--- src/rtl/dmem_arbiter.sv ---
// Shares the single-port data RAM between the CPU memory stage and a debug/loader port.
// The CPU owns the RAM by default; a debug request takes one stalled cycle and is then acknowledged.
module dmem_arbiter #(
  parameter int ADDR_W         = 10,
  parameter int CPU_MIN_CYCLES = 1
) (
  input  logic              clk,
  input  logic              rst,
  input  logic [31:0]       i_CpuAddr_32,
  input  logic [31:0]       i_CpuWData_32,
  input  logic              i_CpuWe_1,
  output logic [31:0]       o_CpuRData_32,
  output logic              o_CpuStall_1,
  input  logic              i_DbgReq_1,
  input  logic              i_DbgWe_1,
  input  logic [31:0]       i_DbgAddr_32,
  input  logic [31:0]       i_DbgWData_32,
  output logic              o_DbgAck_1,
  output logic [31:0]       o_DbgRData_32,
  output logic [ADDR_W-1:0] o_MemAddr_N,
  output logic [31:0]       o_MemWData_32,
  output logic              o_MemWe_1,
  input  logic [31:0]       i_MemRData_32
);

  typedef enum logic [1:0] {
    ST_CPU = 2'd0,
    ST_DBG = 2'd1,
    ST_ACK = 2'd2
  } state_t;

  localparam logic [3:0] GAP_LOAD = 4'(CPU_MIN_CYCLES);

  state_t      state_q, state_d;
  logic [3:0]  gap_q, gap_d;
  logic [31:0] dbg_rdata_q;

  // Byte-offset bits and bits above the RAM window are deliberately dropped.
  logic unused_addr_bits;
  assign unused_addr_bits = ^{i_CpuAddr_32[31:ADDR_W+2], i_CpuAddr_32[1:0],
                              i_DbgAddr_32[31:ADDR_W+2], i_DbgAddr_32[1:0]};

  always_ff @(posedge clk) begin
    if (rst) begin
      state_q     <= ST_CPU;
      gap_q       <= 4'd0;
      dbg_rdata_q <= 32'd0;
    end else begin
      state_q <= state_d;
      gap_q   <= gap_d;
      if (state_q == ST_DBG) begin
        dbg_rdata_q <= i_MemRData_32;
      end
    end
  end

  always_comb begin
    state_d = state_q;
    case (state_q)
      ST_CPU:  if (i_DbgReq_1 && (gap_q == 4'd0)) state_d = ST_DBG;
      ST_DBG:  state_d = ST_ACK;
      ST_ACK:  state_d = ST_CPU;
      default: state_d = ST_CPU;
    endcase
  end

  // Only DBG leads into ACK, so leaving DBG is the load point for the fairness gap.
  always_comb begin
    gap_d = gap_q;
    if (state_q == ST_DBG) begin
      gap_d = GAP_LOAD;
    end else if (gap_q != 4'd0) begin
      gap_d = gap_q - 4'd1;
    end
  end

  always_comb begin
    o_CpuStall_1  = 1'b0;
    o_DbgAck_1    = 1'b0;
    o_MemAddr_N   = i_CpuAddr_32[ADDR_W+1:2];
    o_MemWData_32 = i_CpuWData_32;
    o_MemWe_1     = i_CpuWe_1;
    case (state_q)
      ST_DBG: begin
        o_CpuStall_1  = 1'b1;
        o_MemAddr_N   = i_DbgAddr_32[ADDR_W+1:2];
        o_MemWData_32 = i_DbgWData_32;
        o_MemWe_1     = i_DbgWe_1;
      end
      ST_ACK:  o_DbgAck_1 = 1'b1;
      default: ;
    endcase
    if (rst) begin
      o_MemWe_1 = 1'b0;
    end
  end

  assign o_CpuRData_32 = i_MemRData_32;
  assign o_DbgRData_32 = dbg_rdata_q;

endmodule

--- config.mk ---
export PLATFORM = sky130hd
export DESIGN_NAME = dmem_arbiter
export DESIGN_NICKNAME = d
export VERILOG_FILES = /design/src/rtl/dmem_arbiter.sv
export SDC_FILE = /design/constraint.sdc
export NUM_CORES = 1
export LEC_CHECK = 0
export ABC_CLOCK_PERIOD_IN_PS = 2700
export CAP_MARGIN = 30
export CORE_AREA = 3 3 106 108
export CTS_CLUSTER_DIAMETER = 120
export DETAILED_ROUTE_END_ITERATION = 10
export DIE_AREA = 0 0 109 111
export HOLD_SLACK_MARGIN = 0.08
export PLACE_DENSITY = 0.66
export SLEW_MARGIN = 0
export SYNTH_ARGS = -nofsm -noshare
export SYNTH_HDL_FRONTEND = slang
export SYNTH_SLANG_ARGS = --single-unit
--- constraint.sdc ---
create_clock -name clk -period 2.7 [get_ports clk]
set_clock_uncertainty 0.15 [all_clocks]
set_input_delay 0.27 -clock clk [delete_from_list [all_inputs] [get_ports clk]]
set_output_delay 0.27 -clock clk [all_outputs]
set_load 0.005 [all_outputs]
==> impl_metrics.ini, run 1 <==
[outcome]
status = finished clean

[worst_setup_path]
required_ps = 2280
critPathBufInv = 2
critPathKind = flip-flop to primary output
crit_chain = nand2b_2 > buf_4 > nand2_1 > a21oi_1 > clkdlybuf4s50_1
cpPeakStageDelay_ps = 530
cp.arrival_ps = 2060
crit_family = buffers and inverters
cp-start-kind = flip-flop
slowest_stage = clkdlybuf4s50_1
cp-end-kind = primary output
path_max_fanout = 56

[cells_and_area]
num_antenna_cells = 0
area_delta_synth_final_pct = 106
ff_latch_area_sq_um = 761
drive_gt1_frac = 0.0285
final_nets = 693
multi_input_area_sq_um = 1020
num-fill-cells = 1038
design_area_sq_um = 4400

[clock_network]
clock-sinks = 38
clock_path_buffers = 2
cts_tree = yes
postCtsHoldBufs = 0
cts.repair.resized = 0
cts_root_buffer = clkbuf_8
ctsHtreeMaxLevel = 2
post_cts_buffers = 0
cts_buffers = 5
clk_latency_ps = 280
clk_pin_slew_ps = 70

[route]
num_vias = 2713
finalWirelength_um = 8490
drc = 0
drt_first_pass_iters = 6
drt-wirelength-per-cell_um = 12.8
via_per_inst = 4.09
drt_iter0_markers = 122
postRouteAntennaNets = 0

[timing]
min_period_ps = 2480
tns_ps = 0
tightest_slew_ps = 604
hold_violations = 0
finalMaxSlewViolations = 0
period_share = 0.919
relSlewSlack = 0.597
fmax_mhz = 403
setup-violations-final = 0
grt_setup_unrepaired = no

[logic_synthesis]
synthesis.instances = 339
yosysMostFrequentCell = nand2_1
async_flop_share = 0
synth_cell_type_count = 19
postSynthAreaPerCell_sq_um = 6.30
ys_ff_latch = 38
synthTopCellsByCount = nand2_1, dfxtp_1, a21oi_1
yosysWarnings = 0
syn_nets = 506
synth_top_area_frac = 0.356
synth_top_area_cell = dfxtp_1
synth_flop_cell = dfxtp_1
synth_area_leaders = dfxtp_1, nand2_1, buf_4, a21oi_1, buf_2
seq_area_frac_synth = 0.356
synth-edff-count = 0
syn_area_sq_um = 2130

[floorplanning]
io_pins = 274
die_y_um = 111
rows = 37
fp.dieW_um = 109
start_util = 0.207
design.die.area_sq_um = 12100
coreArea_sq_um = 10300

[global_route]
grt_antenna_before_repair = 0
first_global_vias = 2681
grt_max_degree = 57
grt.overflow.total = 0
grt_pass1_wl_um = 12900
grt_use_total = 0.130

[place]
numPortBuffers = 229
post_dp_cell_area_sq_um = 4310
hpwl_um = 6500
gp_congestion = 0.704

[power_and_ir_drop]
leakage_nw = 1.77
power_density_nw_per_um2 = 538
ir_drop_mv = 0.220

[min_path]
hold_path.class = flip-flop to flip-flop

[run]
maxCapViolCount = 0
## placed cells by master, fill, tap and decap left out, types with 2 or more instances in the layout
cell,count
ha_1,2
inv_1,2
nor2_1,3
dfxtp_1,38
a21oi_1,34
clkdlybuf4s50_1,229
buf_4,4
nor3_1,3
clkbuf_8,5
nand2_1,193
## power breakdown
group,switching [mW],internal (mW)
registers,0.0499,0.649
clock network,0.206,0.182
logic,0.535,0.740
total,0.791,1.57
## registers in the layout, indices dropped and copies added (netlist names)
register       cells
o_DbgRData_32     32
gap_q              4
state_q            2
## final timing paths
kind	slack, ps	endpoint	from	depth (start not counted)
worst max-delay path	220	o_MemWe_1	state_q[1]$_SDFFE_PP0P_	5
worst min-delay path	280	state_q[0]$_SDFFE_PP0P_	state_q[1]$_SDFFE_PP0P_	1
worst min register to register	280	state_q[0]$_SDFFE_PP0P_	state_q[1]$_SDFFE_PP0P_	1
worst max register to register	930	o_DbgRData_32[29]$_SDFFE_PP0P_	state_q[1]$_SDFFE_PP0P_	5
## cell families (layout without fill, tap and decap cells)
logic type / after synthesis / after routing / synth area share
buffers and inverters: 57 / 245 / 0.165
AND/OR/NAND/NOR: 204 / 204 / 0.368
flip-flops: 38 / 38 / 0.356
adder cells (fa/ha/maj): 2 / 2 / 0.0117
multiplexers: 1 / 1 / 0.00469
AO/OA/AOI/OAI: 35 / 35 / 0.0867
XOR/XNOR: 2 / 2 / 0.00821
## through the flow
stage | util | instances | setup slack (ps) | hold WS, ps | power, mW
after detailed placement | 0.417 | 655 | 511 | 271 | 2.01
after CTS | 0.426 | 663 | 186 | 285 | 2.41
after global routing | 0.426 | 663 | 54.3 | 318 | 2.55
after floorplan | - | 339 | 1130 | 252 | 1.29
after global placement | 0.417 | 655 | 539 | 259 | 1.98
final | 0.426 | 663 | 219 | 283 | 2.36
## final cells by class
| cell class | count | area share |
|---|---|---|
| timing repair buffer | 234 | 0.533 |
| multi-input combinational | 244 | 0.233 |
| sequential | 38 | 0.173 |
| tap | 136 | 0.0387 |
| clock buffer | 6 | 0.0165 |
| clock inverter | 2 | 0.00313 |
| inverter | 3 | 0.00256 |
## worst reg2reg max path, cell delays in order, from the launching register on
cell and delay, ps:
dfxtp_1 340, nand2b_2 130, buf_4 480, buf_4 380
nand2_1 90, a21oi_1 140
## metal layers
layer | up-vias | routed length (um) | track usage | part of all wire
li1 | 1386 | - | - | -
met1 | 1172 | 3170 | 0.139 | 0.37
met2 | 147 | 4090 | 0.228 | 0.48
met3 | 8 | 1160 | 0.0588 | 0.14
met4 | 0 | 76 | 0.0320 | 0.0089
met5 | - | 0 | 0 | 0
No activity file was read; power rests on OpenSTA's default activity.
==> inputs of run 2 (changes only) <==
--- a/config.mk
+++ b/config.mk
@@ -7,12 +7,12 @@
 export LEC_CHECK = 0
 export ABC_CLOCK_PERIOD_IN_PS = 2700
 export CAP_MARGIN = 30
-export CORE_AREA = 3 3 106 108
+export CORE_AREA = 2 2 108 110
 export CTS_CLUSTER_DIAMETER = 120
 export DETAILED_ROUTE_END_ITERATION = 10
-export DIE_AREA = 0 0 109 111
+export DIE_AREA = 0 0 110 112
 export HOLD_SLACK_MARGIN = 0.08
-export PLACE_DENSITY = 0.66
+export PLACE_DENSITY = 0.63
 export SLEW_MARGIN = 0
 export SYNTH_ARGS = -nofsm -noshare
 export SYNTH_HDL_FRONTEND = slang
==> run 2 against run 1 <==
Utilization fell by 2.2 points. Combinational power barely moved. Clock power rose by 98%. Via count rose by 1.7%. Count of clock-buffer cells in the layout did not move. Register-to-register slack got worse by 20 ps. Die area rose by 1.8%. Design area rose by 2.8%. Final cell count rose by 1.1%. Sequential power barely moved. Global-route usage fell by 0.48 points. Total power rose by 16%. Largest power group unchanged.
==> impl_metrics.ini, run 2 (synthesis results as in run 1) <==
[route]
num_vias = 2759
postRouteAntennaNets = 0
drt_iter0_markers = 83
drt_first_pass_iters = 4
drt-wirelength-per-cell_um = 12.5
drc = 0
via_per_inst = 4.12
finalWirelength_um = 8400

[worst_setup_path]
reg2reg_slack_ps = 910
cp-end-kind = primary output
startpoint = state_q[1]$_SDFFE_PP0P_
required_ps = 2280
reg2regPathDepth = 5
slowest_stage = clkdlybuf4s50_1
cpMostUsedCell = nand2_1
crit_chain = nand2b_2 > buf_4 > nand2_1 > nand2_1 > clkdlybuf4s50_1
rr_startpoint = state_q[1]$_SDFFE_PP0P_
path_max_fanout = 54
cpPeakStageDelay_ps = 560
critPathKind = flip-flop to primary output
cp-start-kind = flip-flop
crit_end = o_MemWData_32[29]
cp.arrival_ps = 1980
regToRegEndpoint = o_DbgRData_32[4]$_SDFFE_PP0P_

[run]
maxCapViolCount = 0

[power_and_ir_drop]
leakage_nw = 1.82
power_density_nw_per_um2 = 608
ir_drop_mv = 0.317

[outcome]
status = finished clean

[cells_and_area]
area_delta_synth_final_pct = 112
num_antenna_cells = 0
layout_common_cells = clkdlybuf4s50_1, nand2_1, dfxtp_1, a21oi_1, clkbuf_16
drive_gt1_frac = 0.0304
largest_reg_flops = 32
final_nets = 693
final_common_cell = clkdlybuf4s50_1
num-fill-cells = 1141

[place]
gp_congestion = 0.732
hpwl_um = 6590
numPortBuffers = 229

[clock_network]
cts_root_buffer = clkbuf_16
cts_buffers = 5
clk_latency_ps = 270
post_cts_buffers = 0
clk_pin_slew_ps = 60
clock-sinks = 38
cts.repair.resized = 0
clock_path_buffers = 2
ctsHtreeMaxLevel = 2
postCtsHoldBufs = 0
cts_tree = yes

[timing]
setup-violations-final = 0
tightest_slew_ps = 565
hold_violations = 0
tns_ps = 0
grt_setup_unrepaired = no
holdWs_ps = 270
min_period_ps = 2400
period_share = 0.889
finalMaxSlewViolations = 0
relSlewSlack = 0.623
fmax_mhz = 417

[global_route]
grt_max_degree = 55
grt.overflow.total = 0
first_global_vias = 2603
grt_antenna_before_repair = 0
grt_pass1_wl_um = 12200
grt_use_total = 0.125

[floorplanning]
design.die.area_sq_um = 12300
io_pins = 274
die_y_um = 112
fp.dieW_um = 110
start_util = 0.191
coreArea_sq_um = 11200
rows = 39

[min_path]
hold_path.class = flip-flop to flip-flop
hp-start = state_q[1]$_SDFFE_PP0P_
-- run 2: how the worst min path moves through the flow --
stage,slack [ps],to,cells after the start
floorplan,250,state_q[0]$_SDFFE_PP0P_,1
global placement,260,state_q[0]$_SDFFE_PP0P_,1
detailed placement,270,state_q[0]$_SDFFE_PP0P_,1
CTS,270,state_q[0]$_SDFFE_PP0P_,1
global route,300,state_q[0]$_SDFFE_PP0P_,1
finish,270,state_q[0]$_SDFFE_PP0P_,1
-- run 2: per-stage QoR --
| step | instance area (sq um) | utilization | total power, mW | instances | setup WS, ps |
|---|---|---|---|---|---|
| after global placement | 4320 | 0.386 | 2.00 | 662 | 567 |
| after CTS | 4520 | 0.404 | 2.81 | 670 | 228 |
| after detailed placement | 4320 | 0.386 | 2.01 | 662 | 539 |
| after floorplan | 2130 | - | 1.29 | 339 | 1130 |
| after global routing | 4520 | 0.404 | 2.94 | 670 | 158 |
| final | 4520 | 0.404 | 2.75 | 670 | 300 |
-- run 2: cell type report --
cell class / instances / area (sq um) / share of cell area
Inverter: 3 / 11.3 / 0.00249
Tap cell: 143 / 179 / 0.0396
Sequential cell: 38 / 761 / 0.168
Clock inverter: 2 / 60.1 / 0.0133
Clock buffer: 6 / 139 / 0.0307
Timing Repair Buffer: 234 / 2340 / 0.519
Multi-Input combinational cell: 244 / 1020 / 0.227
-- run 2: where the power goes --
group	leakage (nW)	switching, mW	internal (mW)	total [mW]
clock	0.0971	0.215	0.554	0.769
combinational	1.42	0.539	0.739	1.28
sequential	0.309	0.0492	0.650	0.700
-- run 2: per-layer routing --
layer,global-route usage,vias to the layer above,wire length (um)
met2,0.233,153,4120
met5,0,-,0
met1,0.127,1210,3000
met4,0.0346,0,116
met3,0.0474,7,1160
li1,-,1389,-
-- run 2: critical path, delay by kind of cell, from the launching register on --
family	cells	cell delay [ps]
simple gates	3	340
flops	1	320
buf+inv	2	1020
